File: config.mk
export PLATFORM = sky130hd
export DESIGN_NAME = progmem_access_arbiter_flat
export DESIGN_NICKNAME = d
export VERILOG_FILES = /design/src/rtl/progmem_access_arbiter_if.sv /design/src/rtl/progmem_access_arbiter.sv /design/src/flat_wrapper.sv
export SDC_FILE = /design/constraint.sdc
export NUM_CORES = 1
export LEC_CHECK = 0
export ABC_AREA = 1
export BUFFER_PORTS_ARGS = -buffer_cell sky130_fd_sc_hd__buf_2
export CORE_MARGIN = 4
export CORE_UTILIZATION = 25
export CTS_CLUSTER_SIZE = 40
export DETAILED_ROUTE_END_ITERATION = 16
export GPL_ROUTABILITY_DRIVEN = 0
export PLACE_DENSITY = 0.57
export SYNTH_ARGS = -nofsm -noshare
export SYNTH_HDL_FRONTEND = slang
export SYNTH_SLANG_ARGS = --single-unit
File: constraint.sdc
create_clock -name clk -period 1.2 [get_ports clk]
set_input_delay 0.12 -clock clk [delete_from_list [all_inputs] [get_ports clk]]
set_output_delay 0.12 -clock clk [all_outputs]
set_load 0.03 [all_outputs]
File: src/rtl/progmem_access_arbiter_if.sv
// Bundle of requester and program-memory signals seen by progmem_access_arbiter.
// Handshake: a requester raises *_req with its address and holds both stable until the matching
// one-cycle *_ack; *_data is valid in the ack cycle and holds until that requester's next ack.
interface progmem_access_arbiter_if #(
  parameter int ADDR_W = 14
);
  logic              fetch_req;
  logic [ADDR_W-1:0] fetch_addr;
  logic              fetch_ack;
  logic [15:0]       fetch_data;

  logic              lpm_req;
  logic [ADDR_W:0]   lpm_addr;
  logic              lpm_ack;
  logic [7:0]        lpm_data;

  logic              pp_req;
  logic [ADDR_W-1:0] pp_addr;
  logic              pp_hibyte;
  logic              pp_ack;
  logic [7:0]        pp_data;

  logic              prog_mode;
  logic              rww_busy;
  logic              rww_blocked;

  logic              mem_rd;
  logic [ADDR_W-1:0] mem_addr;
  logic [15:0]       mem_rdata;

  modport slave (
    input  fetch_req, fetch_addr, lpm_req, lpm_addr, pp_req, pp_addr, pp_hibyte,
           prog_mode, rww_busy, mem_rdata,
    output fetch_ack, fetch_data, lpm_ack, lpm_data, pp_ack, pp_data,
           rww_blocked, mem_rd, mem_addr
  );

  modport master (
    output fetch_req, fetch_addr, lpm_req, lpm_addr, pp_req, pp_addr, pp_hibyte,
           prog_mode, rww_busy, mem_rdata,
    input  fetch_ack, fetch_data, lpm_ack, lpm_data, pp_ack, pp_data,
           rww_blocked, mem_rd, mem_addr
  );
endinterface

File: src/rtl/progmem_access_arbiter.sv
// Single-port program-memory read arbiter: fixed priority pp > lpm > fetch, RWW read blocking,
// one read per IDLE -> READ -> CAPTURE pass with the ack landing in the following IDLE cycle.
module progmem_access_arbiter #(
  parameter int                ADDR_W    = 14,
  parameter logic [ADDR_W-1:0] NRWW_BASE = 14'h3800
) (
  input  logic                     clk,
  input  logic                     rst_n,
  progmem_access_arbiter_if.slave  bus,
  output logic [1:0]               dbg_state
);

  typedef enum logic [1:0] {IDLE = 2'd0, READ = 2'd1, CAPTURE = 2'd2} state_t;
  typedef enum logic [1:0] {GNT_NONE = 2'd0, GNT_FETCH = 2'd1, GNT_LPM = 2'd2, GNT_PP = 2'd3} grant_t;

  state_t            state_q, state_d;
  grant_t            grant_q, grant_d;
  logic [ADDR_W-1:0] addr_q, addr_d;
  logic              hib_q, hib_d;

  logic              fetch_ack_q, lpm_ack_q, pp_ack_q;
  logic [15:0]       fetch_data_q;
  logic [7:0]        lpm_data_q, pp_data_q;

  logic [ADDR_W-1:0] lpm_word;
  logic              fetch_in_rww, lpm_in_rww;
  logic              fetch_ok, lpm_ok, pp_ok;
  logic [7:0]        capture_byte;

  assign lpm_word     = bus.lpm_addr[ADDR_W:1];
  assign fetch_in_rww = (bus.fetch_addr < NRWW_BASE);
  assign lpm_in_rww   = (lpm_word < NRWW_BASE);

  // A requester whose ack is on the bus this cycle still has req high; it must not be re-granted.
  assign pp_ok    = bus.pp_req & bus.prog_mode & ~pp_ack_q;
  assign lpm_ok   = bus.lpm_req & ~bus.prog_mode & ~lpm_ack_q & ~(bus.rww_busy & lpm_in_rww);
  assign fetch_ok = bus.fetch_req & ~bus.prog_mode & ~fetch_ack_q & ~(bus.rww_busy & fetch_in_rww);

  assign capture_byte = hib_q ? bus.mem_rdata[15:8] : bus.mem_rdata[7:0];

  always_comb begin
    state_d = state_q;
    grant_d = grant_q;
    addr_d  = addr_q;
    hib_d   = hib_q;
    case (state_q)
      IDLE: begin
        if (pp_ok) begin
          grant_d = GNT_PP;
          addr_d  = bus.pp_addr;
          hib_d   = bus.pp_hibyte;
          state_d = READ;
        end else if (lpm_ok) begin
          grant_d = GNT_LPM;
          addr_d  = lpm_word;
          hib_d   = bus.lpm_addr[0];
          state_d = READ;
        end else if (fetch_ok) begin
          grant_d = GNT_FETCH;
          addr_d  = bus.fetch_addr;
          hib_d   = 1'b0;
          state_d = READ;
        end
      end
      READ:    state_d = CAPTURE;
      CAPTURE: state_d = IDLE;
      default: state_d = IDLE;
    endcase
  end

  always_ff @(posedge clk or negedge rst_n) begin
    if (!rst_n) begin
      state_q      <= IDLE;
      grant_q      <= GNT_NONE;
      addr_q       <= '0;
      hib_q        <= 1'b0;
      fetch_ack_q  <= 1'b0;
      lpm_ack_q    <= 1'b0;
      pp_ack_q     <= 1'b0;
      fetch_data_q <= '0;
      lpm_data_q   <= '0;
      pp_data_q    <= '0;
    end else begin
      state_q     <= state_d;
      grant_q     <= grant_d;
      addr_q      <= addr_d;
      hib_q       <= hib_d;
      fetch_ack_q <= 1'b0;
      lpm_ack_q   <= 1'b0;
      pp_ack_q    <= 1'b0;
      // mem_rdata is valid in CAPTURE, one cycle after the READ strobe.
      if (state_q == CAPTURE) begin
        case (grant_q)
          GNT_FETCH: begin
            fetch_ack_q  <= 1'b1;
            fetch_data_q <= bus.mem_rdata;
          end
          GNT_LPM: begin
            lpm_ack_q  <= 1'b1;
            lpm_data_q <= capture_byte;
          end
          GNT_PP: begin
            pp_ack_q  <= 1'b1;
            pp_data_q <= capture_byte;
          end
          default: ;
        endcase
      end
    end
  end

  assign bus.mem_rd      = (state_q == READ);
  assign bus.mem_addr    = addr_q;
  assign bus.fetch_ack   = fetch_ack_q;
  assign bus.fetch_data  = fetch_data_q;
  assign bus.lpm_ack     = lpm_ack_q;
  assign bus.lpm_data    = lpm_data_q;
  assign bus.pp_ack      = pp_ack_q;
  assign bus.pp_data     = pp_data_q;
  assign bus.rww_blocked = bus.rww_busy & ~bus.prog_mode &
                           ((bus.fetch_req & fetch_in_rww) | (bus.lpm_req & lpm_in_rww));
  assign dbg_state       = state_q;

endmodule

File: src/flat_wrapper.sv
// flat-port wrapper written by rule: the top's interface ports become plain ports
module progmem_access_arbiter_flat 
#(
  parameter int                ADDR_W    = 14,
  parameter logic [ADDR_W-1:0] NRWW_BASE = 14'h3800
)
  (clk, rst_n, dbg_state, bus_fetch_req, bus_fetch_addr, bus_lpm_req, bus_lpm_addr, bus_pp_req, bus_pp_addr, bus_pp_hibyte, bus_prog_mode, bus_rww_busy, bus_mem_rdata, bus_fetch_ack, bus_fetch_data, bus_lpm_ack, bus_lpm_data, bus_pp_ack, bus_pp_data, bus_rww_blocked, bus_mem_rd, bus_mem_addr);
  progmem_access_arbiter_if #(.ADDR_W(ADDR_W)) bus_i ();
  input  logic clk;
  input  logic rst_n;
  output logic [1:0] dbg_state;
  input wire logic [$bits(bus_i.fetch_req)-1:0] bus_fetch_req;
  input wire logic [$bits(bus_i.fetch_addr)-1:0] bus_fetch_addr;
  input wire logic [$bits(bus_i.lpm_req)-1:0] bus_lpm_req;
  input wire logic [$bits(bus_i.lpm_addr)-1:0] bus_lpm_addr;
  input wire logic [$bits(bus_i.pp_req)-1:0] bus_pp_req;
  input wire logic [$bits(bus_i.pp_addr)-1:0] bus_pp_addr;
  input wire logic [$bits(bus_i.pp_hibyte)-1:0] bus_pp_hibyte;
  input wire logic [$bits(bus_i.prog_mode)-1:0] bus_prog_mode;
  input wire logic [$bits(bus_i.rww_busy)-1:0] bus_rww_busy;
  input wire logic [$bits(bus_i.mem_rdata)-1:0] bus_mem_rdata;
  output wire logic [$bits(bus_i.fetch_ack)-1:0] bus_fetch_ack;
  output wire logic [$bits(bus_i.fetch_data)-1:0] bus_fetch_data;
  output wire logic [$bits(bus_i.lpm_ack)-1:0] bus_lpm_ack;
  output wire logic [$bits(bus_i.lpm_data)-1:0] bus_lpm_data;
  output wire logic [$bits(bus_i.pp_ack)-1:0] bus_pp_ack;
  output wire logic [$bits(bus_i.pp_data)-1:0] bus_pp_data;
  output wire logic [$bits(bus_i.rww_blocked)-1:0] bus_rww_blocked;
  output wire logic [$bits(bus_i.mem_rd)-1:0] bus_mem_rd;
  output wire logic [$bits(bus_i.mem_addr)-1:0] bus_mem_addr;
  assign bus_i.fetch_req = bus_fetch_req;
  assign bus_i.fetch_addr = bus_fetch_addr;
  assign bus_i.lpm_req = bus_lpm_req;
  assign bus_i.lpm_addr = bus_lpm_addr;
  assign bus_i.pp_req = bus_pp_req;
  assign bus_i.pp_addr = bus_pp_addr;
  assign bus_i.pp_hibyte = bus_pp_hibyte;
  assign bus_i.prog_mode = bus_prog_mode;
  assign bus_i.rww_busy = bus_rww_busy;
  assign bus_i.mem_rdata = bus_mem_rdata;
  assign bus_fetch_ack = bus_i.fetch_ack;
  assign bus_fetch_data = bus_i.fetch_data;
  assign bus_lpm_ack = bus_i.lpm_ack;
  assign bus_lpm_data = bus_i.lpm_data;
  assign bus_pp_ack = bus_i.pp_ack;
  assign bus_pp_data = bus_i.pp_data;
  assign bus_rww_blocked = bus_i.rww_blocked;
  assign bus_mem_rd = bus_i.mem_rd;
  assign bus_mem_addr = bus_i.mem_addr;
  progmem_access_arbiter #(.ADDR_W(ADDR_W), .NRWW_BASE(NRWW_BASE)) u_core (.clk(clk), .rst_n(rst_n), .bus(bus_i), .dbg_state(dbg_state));
endmodule
==> out/results.ini, run 1 <==
[status]
outcome=finished with violations
violations=setup timing

[worst_setup_path]
crit_family=flip-flops
worstSetupPathType=reg -> reg
cp-start-kind=flip-flop
critPathMaxStageDelay_ns=0.42
r2r_start=u_core.dbg_state[0]$_DFFE_PN0P_
cpMaxStageDelayCell=dfrtp_2
crit_arrival_ns=1.51
cp.required_ns=1.40
crit_chain=inv_2, nand2_4, nor3_4, buf_12, mux2_2
cp_num_buf_inv=2
cp_max_fo=9
endpoint_kind=flip-flop
crit_start=u_core.dbg_state[0]$_DFFE_PN0P_

[grt]
grt_pass1_wl_um=12720
grt-ovfl-total=0
antenna_found_initial=0
grt_pass1_vias=2420
grt_max_degree=55
grt.total_usage=0.1365

[synth]
synthDistinctLibCells=19
syn_area_um2=2570
syn-mean-instance-area_um2=8.986
yosys_warnings=0
ys.flop_type=dfrtp_1
synth_nets=353
synth_top_area_frac=0.5258
synth_cells=286
synth-edff-count=0
yosys.area.top_type=dfrtp_1
ys_seq_area_frac=0.5258
synth.area.top_cells=dfrtp_1 53%, nand2_1 16%, nand3_1 9.0%, mux2_2 7.0%, o21ai_2 2.7%
synth_seq_cells=54
synthArstFlopShare=1.000

[power_and_ir_drop]
vdd.ir_drop.worst_mv=0.8757
p_per_area_nw_per_um2=2403
p_leak_nw=2.059
p_total_mw=9.313

[placed_design]
dp_cells=547
portBuffers=119
pre_cts_slack_ns=-0.1672
dp_hpwl_um=6101
post_dp_cell_area_um2=3522

[clock_tree]
cts_root_buffer=clkbuf_8
cts.clk_slew.worst_paths_ns=0.11
cts_tree=yes
clk_path_buf_depth=2
htreeDepth=2
cts_buffers=5
cts_sinks=54
clkLatencyLatePin_ns=0.31

[timing]
period_share=1.086
fmax_ghz=0.7672
hold_violations=0
finClkSkew_ns=0.01110
worstMarginPinSlew_ns=0.3486
min_period_ns=1.303
holdWs_ns=0.02806
setup_tns_ns=-3.029
slew_headroom=0.7651
rsz0062_at_grt=true
slew_violations=0
finalSetupViolCount=47
layout_setup_ws_ns=-0.1034

[floorplan]
die_width_um=109.4
rows=36
initial_core_util=0.2593
die_h_um=109.4
dieArea_um2=11970
design.portCount=120
core_um2=9910

[worst_hold_path]
worstHoldPathType=in -> reg
min_from=bus_mem_rdata[12]

[finish]
syn2layout_area_growth_pct=50.78
num-nets-final=491
final_util=0.3910
final_design_area_no_fill_um2=3875
final_common_cell=buf_2
mostFrequentLayoutCells=114 x buf_2, 90 x nand2_1, 49 x dfrtp_1
diodes=0
layout-drive-gt1-share=0.5224
final.fill_count=1031
layout.cells.non_filler=558

[routing]
vias_per_cell=4.375
ant_nets=0
drt_iter0_drc=98
wirelength_um=8052
dr.pass1.iters=4
routed-via-count=2441
wl_per_cell_um=14.43
drc_errors=0

[job]
drv_cap=0

[sequential cells by signal, summed over array words and instances, names as in the netlist]
name,count
u_core.bus.fetch_ack,1
u_core.bus.fetch_data,16
u_core.bus.lpm_ack,1
u_core.bus.lpm_data,8
u_core.bus.mem_addr,14
u_core.bus.pp_ack,1
u_core.bus.pp_data,8
u_core.dbg_state,2
u_core.grant_q,2
u_core.hib_q,1
[kinds of logic (layout without fill, tap and decap cells)]
logic type | after synthesis | count (layout) | share of synthesized area
flops | 54 | 54 | 0.5258
simple gates | 172 | 172 | 0.3053
buf+inv | 25 | 164 | 0.05014
compound gates | 19 | 19 | 0.04869
mux | 16 | 16 | 0.07011
[final cells by class]
type / count / area, µm² / share of cell area
clock inverters: 2 / 38.79 / 0.01001
clock buffers: 6 / 82.58 / 0.02131
multi-input cells: 207 / 1270 / 0.3277
repair inverters: 1 / 8.758 / 0.002260
repair buffers: 140 / 877.1 / 0.2263
well taps: 133 / 166.4 / 0.04294
flip-flops and latches: 54 / 1358 / 0.3503
inverters: 15 / 73.82 / 0.01905
[power by group]
| part | switching (mW) | internal (mW) |
|---|---|---|
| clock | 0.633 | 0.688 |
| sequential | 0.595 | 2.64 |
| combinational | 3.04 | 1.71 |
| total | 4.27 | 5.04 |
[synthesized netlist by cell type (4+ instances only)]
| master | n |
|---|---|
| dfrtp_1 | 54 |
| nor2_1 | 4 |
| o21ai_0 | 9 |
| nand2_1 | 111 |
| inv_1 | 9 |
| nand3_1 | 46 |
| buf_2 | 6 |
| mux2_2 | 16 |
| inv_2 | 4 |
| o21ai_2 | 8 |
[what timing repair did]
| action | in CTS | in global routing |
|---|---|---|
| pin swaps | 5 | 16 |
| hold buffers | 1 | 0 |
| resized for setup | 15 | 48 |
| buffers inserted | 0 | 1 |
| endpoints found under the hold margin | 54 | 0 |
| cloned | 0 | 1 |
| endpoints found under the setup margin | 51 | 54 |
[final timing paths]
path / end / slack (ns) / depth (start not counted)
setup / recovery: u_core.bus.lpm_data[0]$_DFFE_PN0P_ / -0.10 / 5
setup reg to reg: u_core.bus.lpm_data[0]$_DFFE_PN0P_ / -0.10 / 5
min in group asynchronous: u_core.bus.mem_addr[5]$_DFFE_PN0P_ / 0.31 / 3
hold / removal: u_core.bus.fetch_data[12]$_DFFE_PN0P_ / 0.03 / 3
max in group asynchronous: u_core.hib_q$_DFFE_PN0P_ / 0.61 / 3
hold reg to reg: u_core.bus.fetch_data[9]$_DFFE_PN0P_ / 0.47 / 2
[worst min-delay path, delay by kind of cell]
family                 cells  cell delay, ns
buffers and inverters      1            0.10
AND/OR/NAND/NOR            2            0.10
[metal layers]
metal / vias up / track usage / share of wire
met1: 1170 / 0.1879 / 0.43
met2: 58 / 0.2140 / 0.51
met4: 0 / 0.04630 / 0.017
li1: 1203 / - / -
met3: 10 / 0.02760 / 0.045
met5: - / 0 / 0
Power figures use the tool's default switching activity.
==> inputs of run 2 (changes only) <==
- CORE_UTILIZATION: 25 -> 40
- PLACE_DENSITY: 0.57 -> 0.8
==> out/results.ini, run 2 (synthesis results as in run 1) <==
[floorplan]
die_h_um=88.16  ; -19%
core_um2=6061  ; -39%
initial_core_util=0.4240  ; +0.1647
design.portCount=120  ; unchanged
rows=28  ; -22%
dieArea_um2=7771  ; -35%
die_width_um=88.16  ; -19%

[routing]
vias_per_cell=5.097  ; +17%
routed-via-count=2564  ; +5.0%
ant_nets=0  ; unchanged
drc_errors=0  ; unchanged
drt_iter0_drc=111  ; +13%
dr.pass1.iters=5  ; +1
wirelength_um=8143  ; +1.1%
wl_per_cell_um=16.19  ; +12%

[worst_setup_path]
cp_max_fo=9  ; unchanged
r2r_cells=5  ; unchanged
r2r_start=u_core.dbg_state[0]$_DFFE_PN0P_
crit_start=u_core.dbg_state[0]$_DFFE_PN0P_
r2r_setup_slack_ns=-0.14  ; -0.04 ns
cp-start-kind=flip-flop
worstSetupPathType=reg -> reg
endpoint_kind=flip-flop
crit_arrival_ns=1.54  ; +0.03 ns
cp.required_ns=1.40  ; about the same
endpoint=u_core.bus.pp_data[6]$_DFFE_PN0P_
reg2reg_to=u_core.bus.pp_data[6]$_DFFE_PN0P_

[clock_tree]
clk_path_buf_depth=2  ; unchanged
cts_buffers=5  ; unchanged
cts_root_buffer=clkbuf_8
cts_tree=yes
htreeDepth=2  ; unchanged
cts.clk_slew.worst_paths_ns=0.10  ; about the same
clkLatencyLatePin_ns=0.31  ; about the same
cts_sinks=54  ; unchanged

[timing]
setup_tns_ns=-3.465  ; -0.4365 ns
min_period_ns=1.340  ; +0.03669 ns
slew_headroom=0.7611  ; -0.004069
holdWs_ns=0.02436  ; -0.003699 ns
fmax_ghz=0.7462  ; -2.7%
layout_setup_ws_ns=-0.1401  ; -0.03669 ns
rsz0062_at_grt=true
hold_violations=0  ; unchanged
slew_violations=0  ; unchanged
period_share=1.117  ; +0.03058
finalSetupViolCount=42  ; -11%
worstMarginPinSlew_ns=0.3547  ; +0.006039 ns
finClkSkew_ns=0.009339  ; -0.001761 ns

[placed_design]
dp_hpwl_um=5730  ; -6.1%
portBuffers=119  ; unchanged
post_dp_cell_area_um2=3452  ; -2.0%

[power_and_ir_drop]
vdd.ir_drop.worst_mv=1.242  ; +42%
p_total_mw=9.839  ; +5.7%
p_per_area_nw_per_um2=2512  ; +4.5%
p_leak_nw=2.104  ; +2.2%

[finish]
largest_reg_flops=16  ; unchanged
num-nets-final=494  ; +0.61%
final_util=0.6464  ; +0.2553
syn2layout_area_growth_pct=52.43
layout-drive-gt1-share=0.5584  ; +0.03606
diodes=0  ; unchanged
final_common_cell=buf_2
final_design_area_no_fill_um2=3918  ; +1.1%
mostFrequentLayoutCells=117 x buf_2, 73 x nand2_1, 48 x dfrtp_1

[grt]
grt-ovfl-total=0  ; unchanged
grt.total_usage=0.2119  ; +0.07537
grt_pass1_wl_um=12700  ; -0.21%
grt_pass1_vias=2509  ; +3.7%
antenna_found_initial=0  ; unchanged
grt_max_degree=55  ; unchanged

[status]
violations=setup timing
outcome=finished with violations

[worst_hold_path]
worstHoldPathType=in -> reg

[job]
drv_cap=0  ; unchanged

-- run 2: worst min path at each step --
stage / startpoint / to / slack (ns) / depth (start not counted)
4_1_cts: bus_mem_rdata[12] / u_core.bus.fetch_data[12]$_DFFE_PN0P_ / 0.02 / 3
5_1_grt: bus_mem_rdata[9] / u_core.bus.fetch_data[9]$_DFFE_PN0P_ / 0.03 / 3
3_5_place_dp: rst_n / u_core.bus.mem_addr[3]$_DFFE_PN0P_ / 0.14 / 2
6_report: bus_mem_rdata[12] / u_core.bus.fetch_data[12]$_DFFE_PN0P_ / 0.02 / 3
3_3_place_gp: rst_n / u_core.bus.mem_addr[2]$_DFFE_PN0P_ / 0.13 / 2
2_1_floorplan: rst_n / u_core.bus.fetch_ack$_DFF_PN0_ / -0.18 / 0
-- run 2: metrics by stage --
step | setup WS (ns) | instances
4_1_cts | -0.1427 | 499
3_5_place_dp | -0.1477 | 486
6_report | -0.1401 | 503
5_1_grt | -0.1933 | 503
3_3_place_gp | -0.1320 | 486
2_1_floorplan | -0.3018 | 286
-- run 2: area by class of cell --
class                           count  area (µm²)
Inverter                           15       71.32
Timing Repair Buffer              141       895.9
Multi-Input combinational cell    207        1324
Clock buffer                        5       68.82
Clock inverter                      3       68.82
Fill cell                         483        2143
Timing Repair inverter              3       36.28
Tap cell                           75       93.84
Sequential cell                    54        1359
-- run 2: routing by layer --
layer  GRT usage  vias up  part of all wire
met5           0        -                 0
li1            -     1215                 -
met1      0.2848     1223              0.41
met3     0.03857       20             0.058
met4     0.09066        0             0.033
met2      0.3377      106              0.50
-- run 2: worst max-delay path, stage by stage (launching register included) --
cell,delay (ns)
dfrtp_2,0.42
inv_2,0.07
nand2_4,0.07
nor3_4,0.18
buf_12,0.18
mux2_4,0.31
-- run 2: power by group --
group	internal [mW]	switching [mW]
sequential	2.65	0.703
clock	0.836	0.621
combinational	1.86	3.17
total	5.34	4.50
-- run 2: repair_timing --
item,in CTS,in global routing
endpoints found under the hold margin,54,0
pin swaps,5,15
hold buffers,1,0
endpoints found under the setup margin,51,48
gates resized for setup,37,40
gates cloned,2,2
setup buffers,2,2
==> inputs of run 3 (changes only) <==
- CELL_PAD_IN_SITES_DETAIL_PLACEMENT: default -> 0
- CELL_PAD_IN_SITES_GLOBAL_PLACEMENT: default -> 2
- CORE_UTILIZATION: 40 -> 23
- PLACE_DENSITY: 0.8 -> 0.82
==> out/results.ini, run 3 (synthesis results as in run 1) <==
[power_and_ir_drop]
switching_share=0.4631  ; +0.006259
p_int_mw=4.910  ; -8.1%
p_per_area_nw_per_um2=2411  ; -4.0%
p_comb_frac=0.508  ; -0.003
vdd.ir_drop.worst_mv=0.7927  ; -36%
seqPwrFrac=0.350  ; +0.010
p_switching_mw=4.236  ; -5.8%
clkPwrFrac=0.142  ; -0.006
p_leak_nw=2.033  ; -3.4%

[timing]
slew_headroom=0.7691  ; +0.008016
hold_violations=0  ; unchanged
period_share=1.097  ; -0.02002
layout_setup_ws_ns=-0.1160  ; +0.02402 ns
worstMarginPinSlew_ns=0.3428  ; -0.01190 ns
finalSetupViolCount=45  ; +7.1%
finClkSkew_ns=0.01374  ; +0.004406 ns
fmax_ghz=0.7599  ; +1.8%
rsz0062_at_grt=true
slew_violations=0  ; unchanged
min_period_ns=1.316  ; -0.02402 ns

[clock_tree]
cts.clk_slew.worst_paths_ns=0.11  ; about the same
cts_tree=yes
htreeDepth=2  ; unchanged
cts_root_buffer=clkbuf_8
cts_sinks=54  ; unchanged
cts_buffers=5  ; unchanged
clkLatencyLatePin_ns=0.32  ; about the same
clk_path_buf_depth=2  ; unchanged

[worst_setup_path]
cp_max_fo=12  ; +3
r2r_cells=8  ; +3
cpMaxStageDelayCell=dfrtp_2
crit_chain=inv_2, nand2_4, nor3_4, buf_12, buf_8, inv_8, nand2_2, o21ai_2
reg2reg_to=u_core.bus.fetch_data[6]$_DFFE_PN0P_
cp.required_ns=1.42  ; +0.02 ns
cp-start-kind=flip-flop
cp_num_buf_inv=4  ; +2
crit_arrival_ns=1.54  ; about the same
r2r_start=u_core.dbg_state[0]$_DFFE_PN0P_
r2r_setup_slack_ns=-0.12  ; +0.02 ns
worstSetupPathType=reg -> reg
critPathMaxStageDelay_ns=0.42  ; about the same
endpoint_kind=flip-flop
crit_family=flip-flops

[job]
drv_cap=0  ; unchanged

[finish]
layout-drive-gt1-share=0.4800  ; -0.07841
largest_reg_flops=16  ; unchanged
final_design_area_no_fill_um2=3794  ; -3.2%
layout.cells.non_filler=565  ; +12%
num-nets-final=491  ; -0.61%
diodes=0  ; unchanged
final_common_cell=buf_2
syn2layout_area_growth_pct=47.61
mostFrequentLayoutCells=115 x buf_2, 106 x nand2_1, 48 x dfrtp_1

[placed_design]
dp_cells=551  ; +13%
portBuffers=119  ; unchanged
dp_hpwl_um=6493  ; +13%
post_dp_cell_area_um2=3508  ; +1.6%

[routing]
dr.pass1.iters=4  ; -1
drc_errors=0  ; unchanged
ant_nets=0  ; unchanged
vias_per_cell=4.312  ; -15%
wirelength_um=8727  ; +7.2%
drt_iter0_drc=149  ; +34%
wl_per_cell_um=15.45  ; -4.6%
routed-via-count=2436  ; -5.0%

[worst_hold_path]
whs_path_depth=3  ; unchanged
holdPathEnd=u_core.bus.fetch_data[12]$_DFFE_PN0P_
worstHoldPathType=in -> reg
min_from=bus_mem_rdata[12]

[floorplan]
rows=38  ; +36%
die_width_um=113.7  ; +29%
die_h_um=113.7  ; +29%
design.portCount=120  ; unchanged
dieArea_um2=12930  ; +66%
initial_core_util=0.2360  ; -0.1880
core_um2=10890  ; +80%

[status]
violations=setup timing
outcome=finished with violations

[grt]
antenna_found_initial=0  ; unchanged
grt-ovfl-total=0  ; unchanged
grt_pass1_vias=2483  ; -1.0%
grt_pass1_wl_um=13340  ; +5.1%
grt.total_usage=0.1309  ; -0.08096
grt_max_degree=44  ; -20%

[run 3: per-stage QoR]
step	worst slack [ns]	setup TNS (ns)	total power, mW	hold slack (ns)	utilization
after CTS	-0.1057	-2.823	9.122	0.01037	0.3399
after global placement	-0.1531	-2.861	7.590	0.02617	0.3222
final	-0.1160	-2.753	9.146	0.01642	0.3484
after global routing	-0.1807	-5.636	9.705	0.02413	0.3484
after detailed placement	-0.1689	-3.338	7.633	0.02987	0.3222
after floorplan	-0.3018	-8.120	6.113	-0.1756	-
[run 3: worst register-to-register path: stages, from the launching register on]
cell     delay, ns
dfrtp_2       0.42
inv_2         0.07
nand2_4       0.08
nor3_4        0.23
buf_12        0.16
buf_8         0.11
inv_8         0.06
nand2_2       0.06
o21ai_2       0.04
[run 3: worst max path at each step]
stage                                    start                                    to  slack (ns)  depth (start not counted)
6_report       u_core.dbg_state[0]$_DFFE_PN0P_  u_core.bus.fetch_data[6]$_DFFE_PN0P_       -0.12                          8
5_1_grt        u_core.dbg_state[0]$_DFFE_PN0P_  u_core.bus.fetch_data[1]$_DFFE_PN0P_       -0.18                          7
4_1_cts        u_core.dbg_state[0]$_DFFE_PN0P_     u_core.bus.pp_data[7]$_DFFE_PN0P_       -0.11                          5
3_5_place_dp   u_core.dbg_state[0]$_DFFE_PN0P_    u_core.bus.lpm_data[2]$_DFFE_PN0P_       -0.17                          5
3_3_place_gp   u_core.dbg_state[0]$_DFFE_PN0P_    u_core.bus.lpm_data[2]$_DFFE_PN0P_       -0.15                          5
2_1_floorplan  u_core.dbg_state[0]$_DFFE_PN0P_    u_core.bus.lpm_data[0]$_DFFE_PN0P_       -0.30                          4
[run 3: layer usage]
| layer | vias up | wire (µm) | GRT usage |
|---|---|---|---|
| li1 | 1197 | - | - |
| met1 | 1178 | 4056 | 0.1797 |
| met2 | 52 | 4259 | 0.2108 |
| met3 | 9 | 265 | 0.02387 |
| met4 | 0 | 146 | 0.03926 |
| met5 | - | 0 | 0 |
[run 3: what timing repair did]
action                                  in CTS  in global routing
hold buffers                                 1                  0
endpoints found under the hold margin       11                  0
pin swaps                                    1                  4
endpoints found under the setup margin      41                 53
gates cloned                                 0                  2
gates resized for setup                     20                 19
setup buffers                                0                  3
[run 3: cell type report]
class / count / area (µm²)
inverter: 15 / 68.82
multi-input combinational: 207 / 1190
timing repair buffer: 139 / 867.1
clock buffer: 5 / 68.82
timing repair inverter: 2 / 17.52
fill: 1139 / 7094
sequential: 54 / 1359
clock inverter: 3 / 47.55
tap: 140 / 175.2
[run 3: power by group through the flow]
| stage | Sequential (mW) | Combinational (mW) | Clock [mW] |
|---|---|---|---|
| after detailed placement | 3.21 | 4.42 | 0 |
| after floorplan | 4.69 | 1.42 | 0 |
| final | 3.20 | 4.65 | 1.30 |
| after CTS | 3.20 | 4.59 | 1.33 |
| after global routing | 3.30 | 4.99 | 1.41 |
| after global placement | 3.21 | 4.38 | 0 |
